==> src/rtl/id_decode_queue.sv <==
// Decode stage: DEPTH-entry fetch queue feeding one registered decode slot, with a
// one-bubble load-use interlock and flush. Define ID_ILLEGAL_TRAP_EN to flag illegal encodings.
module id_decode_queue #(
    parameter  int XLEN  = 64,
    parameter  int DEPTH = 4,
    localparam int CNT_W = $clog2(DEPTH) + 1
) (
    input  logic             clk,
    input  logic             rst,
    input  logic             if_valid,
    output logic             if_ready,
    input  logic [XLEN-1:0]  if_pc,
    input  logic [31:0]      if_inst,
    input  logic             flush,
    input  logic             ex_ready,
    output logic             id_valid,
    output logic [XLEN-1:0]  id_pc,
    output logic [31:0]      id_inst,
    output logic [4:0]       id_rs1_addr,
    output logic [4:0]       id_rs2_addr,
    output logic [4:0]       id_rd_addr,
    output logic             id_rs1_ena,
    output logic             id_rs2_ena,
    output logic             id_rd_ena,
    output logic             id_is_load,
    output logic [2:0]       id_fmt,
    output logic [XLEN-1:0]  id_imm,
    output logic             id_illegal,
    output logic [CNT_W-1:0] iq_count
);
    localparam int PTR_W = $clog2(DEPTH);

    localparam logic [6:0] OPC_LUI    = 7'b0110111;
    localparam logic [6:0] OPC_AUIPC  = 7'b0010111;
    localparam logic [6:0] OPC_JAL    = 7'b1101111;
    localparam logic [6:0] OPC_JALR   = 7'b1100111;
    localparam logic [6:0] OPC_BRANCH = 7'b1100011;
    localparam logic [6:0] OPC_LOAD   = 7'b0000011;
    localparam logic [6:0] OPC_STORE  = 7'b0100011;
    localparam logic [6:0] OPC_IMM    = 7'b0010011;
    localparam logic [6:0] OPC_IMM32  = 7'b0011011;
    localparam logic [6:0] OPC_OP     = 7'b0110011;
    localparam logic [6:0] OPC_OP32   = 7'b0111011;
    localparam logic [6:0] OPC_SYSTEM = 7'b1110011;

    typedef enum logic [2:0] {
        FMT_R, FMT_I, FMT_S, FMT_B, FMT_U, FMT_J, FMT_SYS, FMT_UNK
    } fmt_e;

    typedef struct packed {
        logic [XLEN-1:0] pc;
        logic [31:0]     inst;
    } iq_entry_t;

    typedef struct packed {
        logic            rs1_ena;
        logic            rs2_ena;
        logic            rd_ena;
        logic            is_load;
        logic            illegal;
        fmt_e            fmt;
        logic [XLEN-1:0] imm;
    } dec_t;

    iq_entry_t        mem [DEPTH];
    iq_entry_t        head;
    dec_t             dec;
    logic [PTR_W-1:0] wr_ptr, rd_ptr;
    logic             push, load, hazard;
    logic [6:0]       opc;
    logic [4:0]       rs1, rs2, rd;
    logic [2:0]       funct3;
    logic [XLEN-1:0]  imm_i, imm_s, imm_b, imm_u, imm_j, imm_z;

    assign head   = mem[rd_ptr];
    assign opc    = head.inst[6:0];
    assign rd     = head.inst[11:7];
    assign funct3 = head.inst[14:12];
    assign rs1    = head.inst[19:15];
    assign rs2    = head.inst[24:20];

    assign imm_i = XLEN'($signed(head.inst[31:20]));
    assign imm_s = XLEN'($signed({head.inst[31:25], head.inst[11:7]}));
    assign imm_b = XLEN'($signed({head.inst[31], head.inst[7], head.inst[30:25],
                                  head.inst[11:8], 1'b0}));
    assign imm_j = XLEN'($signed({head.inst[31], head.inst[19:12], head.inst[20],
                                  head.inst[30:21], 1'b0}));
    assign imm_u = XLEN'($signed({head.inst[31:12], 12'b0}));
    assign imm_z = XLEN'(rs1);

    always_comb begin
        dec         = '0;
        dec.fmt     = FMT_UNK;
        dec.is_load = (opc == OPC_LOAD);
        case (opc)
            OPC_LUI, OPC_AUIPC: begin
                dec.fmt = FMT_U; dec.imm = imm_u; dec.rd_ena = 1'b1;
            end
            OPC_JAL: begin
                dec.fmt = FMT_J; dec.imm = imm_j; dec.rd_ena = 1'b1;
            end
            OPC_JALR, OPC_LOAD, OPC_IMM, OPC_IMM32: begin
                dec.fmt = FMT_I; dec.imm = imm_i; dec.rs1_ena = 1'b1; dec.rd_ena = 1'b1;
            end
            OPC_BRANCH: begin
                dec.fmt = FMT_B; dec.imm = imm_b; dec.rs1_ena = 1'b1; dec.rs2_ena = 1'b1;
            end
            OPC_STORE: begin
                dec.fmt = FMT_S; dec.imm = imm_s; dec.rs1_ena = 1'b1; dec.rs2_ena = 1'b1;
            end
            OPC_OP, OPC_OP32: begin
                dec.fmt = FMT_R; dec.rs1_ena = 1'b1; dec.rs2_ena = 1'b1; dec.rd_ena = 1'b1;
            end
            OPC_SYSTEM: begin
                // only CSR ops (funct3 != 0) write rd; ECALL/EBREAK do not
                dec.fmt = FMT_SYS; dec.imm = imm_z; dec.rd_ena = (funct3 != 3'd0);
            end
            default: dec.fmt = FMT_UNK;
        endcase
        if (rd == 5'd0) dec.rd_ena = 1'b0;
`ifdef ID_ILLEGAL_TRAP_EN
        dec.illegal = (dec.fmt == FMT_UNK);
`endif
    end

    // head waits one cycle behind a load in the slot whose rd it reads
    assign hazard = id_valid && id_is_load && (id_rd_addr != 5'd0) &&
                    ((dec.rs1_ena && (rs1 == id_rd_addr)) ||
                     (dec.rs2_ena && (rs2 == id_rd_addr)));

    assign if_ready = (iq_count < CNT_W'(DEPTH)) && !flush;
    assign push     = if_valid && if_ready;
    assign load     = (!id_valid || ex_ready) && (iq_count != '0) && !hazard && !flush;

    always_ff @(posedge clk or negedge rst) begin
        if (!rst) begin
            wr_ptr   <= '0;
            rd_ptr   <= '0;
            iq_count <= '0;
        end else if (flush) begin
            wr_ptr   <= '0;
            rd_ptr   <= '0;
            iq_count <= '0;
        end else begin
            if (push) wr_ptr <= wr_ptr + PTR_W'(1);
            if (load) rd_ptr <= rd_ptr + PTR_W'(1);
            iq_count <= iq_count + CNT_W'(push) - CNT_W'(load);
        end
    end

    always_ff @(posedge clk) begin
        if (push) mem[wr_ptr] <= '{pc: if_pc, inst: if_inst};
    end

    always_ff @(posedge clk or negedge rst) begin
        if (!rst) begin
            id_valid    <= 1'b0;
            id_pc       <= '0;
            id_inst     <= '0;
            id_rs1_addr <= '0;
            id_rs2_addr <= '0;
            id_rd_addr  <= '0;
            id_rs1_ena  <= 1'b0;
            id_rs2_ena  <= 1'b0;
            id_rd_ena   <= 1'b0;
            id_is_load  <= 1'b0;
            id_fmt      <= '0;
            id_imm      <= '0;
            id_illegal  <= 1'b0;
        end else if (flush) begin
            id_valid <= 1'b0;
        end else if (load) begin
            id_valid    <= 1'b1;
            id_pc       <= head.pc;
            id_inst     <= head.inst;
            id_rs1_addr <= rs1;
            id_rs2_addr <= rs2;
            id_rd_addr  <= rd;
            id_rs1_ena  <= dec.rs1_ena;
            id_rs2_ena  <= dec.rs2_ena;
            id_rd_ena   <= dec.rd_ena;
            id_is_load  <= dec.is_load;
            id_fmt      <= dec.fmt;
            id_imm      <= dec.imm;
            id_illegal  <= dec.illegal;
        end else if (ex_ready) begin
            id_valid <= 1'b0;
        end
    end
endmodule

==> config.mk <==
export PLATFORM = sky130hd
export DESIGN_NAME = id_decode_queue
export DESIGN_NICKNAME = d
export VERILOG_FILES = /design/src/rtl/id_decode_queue.sv
export SDC_FILE = /design/constraint.sdc
export NUM_CORES = 1
export LEC_CHECK = 0
export BUFFER_PORTS_ARGS = -buffer_cell sky130_fd_sc_hd__buf_2
export CORE_UTILIZATION = 60
export CTS_BUF_LIST = sky130_fd_sc_hd__clkbuf_16
export CTS_CLUSTER_DIAMETER = 80
export CTS_CLUSTER_SIZE = 25
export DETAILED_ROUTE_END_ITERATION = 10
export MAX_ROUTING_LAYER = met4
export PLACE_DENSITY_LB_ADDON = 0.05
export SLEW_MARGIN = 20
export SYNTH_ARGS = -nofsm -noshare
export SYNTH_HDL_FRONTEND = slang
export SYNTH_SLANG_ARGS = --single-unit
==> constraint.sdc <==
create_clock -name clk -period 10.6 [get_ports clk]
set_input_delay 0.53 -clock clk [delete_from_list [all_inputs] [get_ports clk]]
set_output_delay 0.53 -clock clk [all_outputs]
set_load 0.02 [all_outputs]
# [Word level (Yosys, flattened, before mapping)]
# Memories as Yosys holds them, arrays and structs flattened.
# Cells that the tools add are included.
[classes] n_addsub=4 magnitude_cmp=1 eq_ne=14 muxes=16 bitwise=1 reduce_logical=29
[ops] operator="64-bit case mux with 6 select lines" n=1
[ops] operator="7-bit by 6-bit equality test with 1-bit output (second input constant)" n=4
[ops] operator="7-bit equality test (second input constant)" n=4
[ops] operator="7-bit by 5-bit equality test with 1-bit output (second input constant)" n=3
[ops] operator="3-bit case mux with 7 select lines" n=1
[ops] operator="5-bit equality test" n=2
[ops] operator="1-bit logical AND" n=10
[ops] operator="3-bit nonzero test" n=3
[ops] operator="9-bit OR reduction" n=1
[ops] operator="1-bit two-way mux" n=8
[ops] operator="2-bit two-way mux" n=4
[ops] operator="4-bit OR reduction" n=2
[ops] operator="8-bit OR reduction" n=1
[ops] operator="7-bit by 2-bit equality test with 1-bit output (second input constant)" n=1
[ops] operator="5-bit zero test" n=1
[ops] operator="5-bit nonzero test" n=1
[ops] operator="2-bit by 1-bit adder with 2-bit output (second input constant)" n=2
[ops] operator="2-bit nonzero test" n=2
[ops] operator="2-bit OR reduction" n=2
[ops] operator="3-bit by 1-bit adder with 3-bit output" n=1
[ops] operator="1-bit zero test" n=3
[ops] operator="3-bit < comparator (second input constant)" n=1
[ops] operator="3-bit two-way mux" n=1
[ops] operator="3-bit by 1-bit subtractor with 3-bit output" n=1
[ops] operator="4 further kinds" n=5
[totals] reg_bits=190 ram_bits=384 in_bits=101 out_inout_bits=188 wordCells=81 n_memories=1
[mem_list] memory="mem" depth=4 width=96 rd=1 rd_clocked_by_memory_dff=0 wr=1 line_no="65" source="iq_entry_t mem [DEPTH];"

# [Logic depth before layout (Yosys ltp)]
# An unclocked memory read counts as a cell.
[depth] ltp_word=12 mapped_depth=17 mapped_depth_nobuf=12

# [Worst setup path before layout]
# Ideal clock, no wire load.
[synth_timing] kind="in2reg" from="input flush" to="memory mem[0][0] (netlist name), enable pin" setup_ps=466 arrival_time_ps=3482 required_time_ps=10134 slack_ps=6652 stages=3 path_buffers=1 cell_sequence="clkbuf_1 > nor2_1 > and3_1"
[synth_between] elab_chain_len=5
[synth_lines] item="start, declared" line_no="14" source="input logic flush,"
[synth_lines] item="1-bit zero test" line_no="131" source="assign if_ready = (iq_count < CNT_W'(DEPTH)) && !flush;"
[synth_lines] item="1-bit logical AND" line_no="131"
[synth_lines] item="via if_ready" line_no="11" source="output logic if_ready,"
[synth_lines] item="1-bit logical AND" line_no="132" source="assign push = if_valid && if_ready;"
[synth_lines] item="1-bit two-way mux" line_no="152" source="if (push) mem[wr_ptr] <= '{pc: if_pc, inst: if_inst};"
[synth_lines] item="1-bit two-way mux (not written as such)" line_no="152"
[synth_lines] item="end, declared" line_no="65"
# The timed path passes the listed nets, and every way through them passes these cells.

# [Worst setup path after layout]
[layout_timing] from="register rd_ptr[0]" to="register id_pc[42]"
[layout_between] elab_chain_len=11 elab_cells_between_ends=23 classes_between="eq/ne: 10; mux: 2; reduce/logical: 10; memory: 1"
[layout_lines] item="start, declared" line_no="68" source="logic [PTR_W-1:0] wr_ptr, rd_ptr;"
[layout_lines] item="start signal, assigned" line_no="146" source="if (load) rd_ptr <= rd_ptr + PTR_W'(1);"
[layout_lines] item="memory 4 x 96 bit *"
[layout_lines] item="7-bit by 2-bit equality test with 1-bit output (tied with other cells)" line_no="95" source="case (opc)"
[layout_lines] item="8-bit OR reduction (no line) or 4-bit OR reduction (tied branches)"
[layout_lines] item="1-bit two-way mux" line_no="95"
[layout_lines] item="1-bit logical AND (on tied branches)" line_no="128, 129"
[layout_lines] item="1-bit logical OR" line_no="128" source="((dec.rs1_ena && (rs1 == id_rd_addr)) ||"
[layout_lines] item="1-bit logical AND" line_no="127" source="assign hazard = id_valid && id_is_load && (id_rd_addr != 5'd0) &&"
[layout_lines] item="1-bit zero test" line_no="133" source="assign load = (!id_valid || ex_ready) && (iq_count != '0) && !hazard && !flush;"
[layout_lines] item="1-bit logical AND (2 in series)" line_no="133"
[layout_lines] item="2-bit AND reduction (no line)"
[layout_lines] item="end signal, assigned" line_no="174" source="id_pc <= head.pc;"
[layout_lines] item="end, declared" line_no="17" source="output logic [XLEN-1:0] id_pc,"
# Mark *: on every way between the ends. The rest lies on a longest branch, timed or not.
# A chain may end at the register's enable or synchronous reset.

==> results.sh <==
export IMPL_rrSetupSlack_ns=5.83
export IMPL_synth_area_leader_cell="edfxtp_1"
export IMPL_synth_nets=1150
export IMPL_place_area_sq_mm=0.0220
export IMPL_core_area_sq_mm=0.0335
export IMPL_ys_flop_type="edfxtp_1"
export IMPL_drive_gt1_share_pct=41.9
export IMPL_nNetsFinal=1379
export IMPL_finalInstanceArea_sq_mm=0.0228
export IMPL_grt_max_degree=136
export IMPL_hp_class="in2async"
export IMPL_place_port_buffers=287
export IMPL_clk_latency_ns=0.56
export IMPL_slowest_stage="dfrtp_4"
export IMPL_ys_ff_latch=527
export IMPL_numCtsBuffers=25
export IMPL_synth_warnings=0
export IMPL_ant_nets=0
export IMPL_antenna_found_initial=11
export IMPL_timing_rr_start="rd_ptr[0]$_DFFE_PN0P_"
export IMPL_gr_total_overflow=0
export IMPL_vias_per_cell=5.74
export IMPL_post_cts_setup_buffer_count=0
export IMPL_nFillCells=2257
export IMPL_place_ws_ns=5.51
export IMPL_critPathCaptureType="register"
export IMPL_finalSetupViolCount=0
export IMPL_dieHeight_um=187
export IMPL_fin_crit_sh_pct=45.0
export IMPL_syn_area_sq_mm=0.0205
export IMPL_grt_pass1_vias=10200
export IMPL_r2r_end="id_pc[42]$_DFFE_PN0P_"
export IMPL_cts_root_buf="clkbuf_16"
export IMPL_drtPass1Iterations=5
export IMPL_ir_drop_v=0.000248
export IMPL_worstPathRequired_ns=11.04
export IMPL_postLayoutCoreUtil_pct=67.9
export IMPL_path_cells="buf_6 > mux4_2 > xnor2_1 > nand4_1 > nor2_1 > o41ai_2 > buf_12 > mux2_2"
export IMPL_cts_path_max_buffers=3
export IMPL_io_pins=289
export IMPL_area_growth_pct=11.2
export IMPL_wire_per_inst_um=22.8
export IMPL_layout_commonest_cell="edfxtp_1"
export IMPL_clock_sinks=527
export IMPL_synth_edff_count=384
export IMPL_cts_tree="built"
export IMPL_max_clock_freq_mhz=210
export IMPL_path_class="reg2reg"
export IMPL_critical_path_max_fanout=135
export IMPL_clk_pin_slew_ns=0.10
export IMPL_final_setup_skew_ns=0.00981
export IMPL_hold_buffers=0
export IMPL_syn_area_per_cell_sq_um=19.7
export IMPL_drcViolationCount=0
export IMPL_power_density_mw_per_mm2=265
export IMPL_layout_common_cells="384 x edfxtp_1, 286 x buf_2, 141 x dfrtp_1, 98 x mux2_2, 96 x mux4_2"
export IMPL_gp_congestion=0.900
export IMPL_cts_resized=0
export IMPL_multi_input_area_sq_mm=0.00465
export IMPL_finalMaxSlewViolations=0
export IMPL_leakage_uw=0.00845
export IMPL_finalHoldViolCount=0
export IMPL_yosysSeqAreaShare_pct=73.8
export IMPL_cp_arrival_ns=5.20
export IMPL_ys_async_sr_fraction_pct=27.1
export IMPL_setup_ws_ns=5.83
export IMPL_synth_cell_type_count=49
export IMPL_relSlewSlack_pct=33.9
export IMPL_drt_iter0_markers=888
export IMPL_startpoint_type="register"
export IMPL_h_tree_depth=1
export IMPL_start_util_pct=61.1
export IMPL_outcome="finished, final reports clean"
export IMPL_ff_latch_area_sq_mm=0.0151
export IMPL_min_period_ns=4.77
export IMPL_dieArea_sq_mm=0.0349
export IMPL_totalWireLength_um=39900
export IMPL_worst_pin_slew_ns=0.992
export IMPL_synth_top_cell_area_share_pct=56.3
export IMPL_grt_usage_pct=23.9
export IMPL_grt_pass1_wl_um=61100
export IMPL_dr_total_vias=10000
export IMPL_fin_tns_setup_ns=0
export IMPL_rsz0062_at_grt="no"
export IMPL_cpPeakStageDelay_ns=1.09
export IMPL_fp_dieW_um=187
export IMPL_ys_top_cells_by_area="edfxtp_1 56%, dfrtp_1 17%, mux4_2 11%"
export IMPL_syn_inst=1042
export IMPL_fp_row_count=67
export IMPL_drv_cap=0
export IMPL_reg2regPathDepth=8
export IMPL_hpwl_um=24100
==> metal layers <==
layer / track usage [%] / share of wire, % / up-vias
met1: 33.4 / 42 / 5193
met5: - / 0 / -
met3: 4.33 / 7.1 / 38
met4: 4.60 / 1.2 / 0
met2: 37.9 / 49 / 355
li1: - / - / 4455
==> flip-flops by register name, summed over array words and instances, names as in the netlist <==
name        cells
rd_ptr          2
id_imm         32
id_rs2_ena      1
wr_ptr          2
id_rd_ena       1
id_fmt          3
id_inst        32
id_valid        1
mem           384
id_is_load      1
iq_count        3
id_rs1_ena      1
id_pc          64
==> power by group <==
| group | internal [uW] | total (uW) | switching, uW |
|---|---|---|---|
| Combinational | 964 | 2150 | 1180 |
| Sequential | 2560 | 2840 | 282 |
| Clock | 450 | 1060 | 605 |
| Total | 3970 | 6050 | 2070 |
==> worst max-delay path by stage <==
| stage | to | start | slack, ns |
|---|---|---|---|
| finish | id_pc[42]$_DFFE_PN0P_ | rd_ptr[0]$_DFFE_PN0P_ | 5.83 |
| global route | id_pc[42]$_DFFE_PN0P_ | rd_ptr[0]$_DFFE_PN0P_ | 5.49 |
| CTS | id_pc[42]$_DFFE_PN0P_ | rd_ptr[0]$_DFFE_PN0P_ | 5.47 |
| detailed placement | id_pc[55]$_DFFE_PN0P_ | rd_ptr[0]$_DFFE_PN0P_ | 5.51 |
| global placement | id_pc[7]$_DFFE_PN0P_ | rd_ptr[0]$_DFFE_PN0P_ | 5.55 |
| floorplan | mem[0][0]$_DFFE_PP_ | flush | 6.65 |
==> worst max-delay path, delay by kind of cell, from the launching register on <==
family / cells / cell delay, ns
buffers and inverters: 2 / 1.32
DFF: 1 / 1.09
muxes: 2 / 1.09
AOI/OAI and AO/OA: 1 / 0.45
and+or+nand+nor: 2 / 0.28
xor gates and xnor gates: 1 / 0.16
==> through the flow <==
stage / power, uW / hold slack [ns] / std cells
floorplan: 4460 / 0.234 / 1042
global route: 6330 / 0.121 / 1748
global placement: 5020 / 0.485 / 1692
CTS: 6110 / 0.0933 / 1737
finish: 6050 / 0.0649 / 1750
detailed placement: 5060 / 0.490 / 1692
==> cells in the mapped netlist (all sizes together), types with 2 or more instances <==
cell type	instances
nand3	7
nor2b	4
buf	76
xnor2	12
inv	42
a211o	2
nand4	5
o21a	2
nor3	5
mux2i	27
ha	6
o31ai	2
nor2	11
or3	3
mux4	96
o21ai	4
nand4b	2
o211ai	6
or2	2
clkbuf	18
and2	4
a21oi	28
o221ai	2
edfxtp	384
dfrtp	143
or4	2
nand2	18
and3	4
nand2b	2
mux2	108
==> layout make-up <==
type	instances	share of cell area [%]
multi-input cells	379	20.4
well taps	448	2.46
repair buffers	296	6.70
clock buffers	26	2.86
flip-flops and latches	527	66.4
clock inverters	19	0.346
inverters	42	0.692
diodes	13	0.143
==> cells by family after synthesis <==
family,after synthesis,synth area share (%)
mux,231,18.0
compound gates,55,1.69
buf+inv,136,3.66
fa+ha+maj,7,0.464
other cells,1,0.0183
xor+xnor,13,0.556
flops,527,73.8
simple gates,72,1.83
Power figures use the tool's default switching activity.
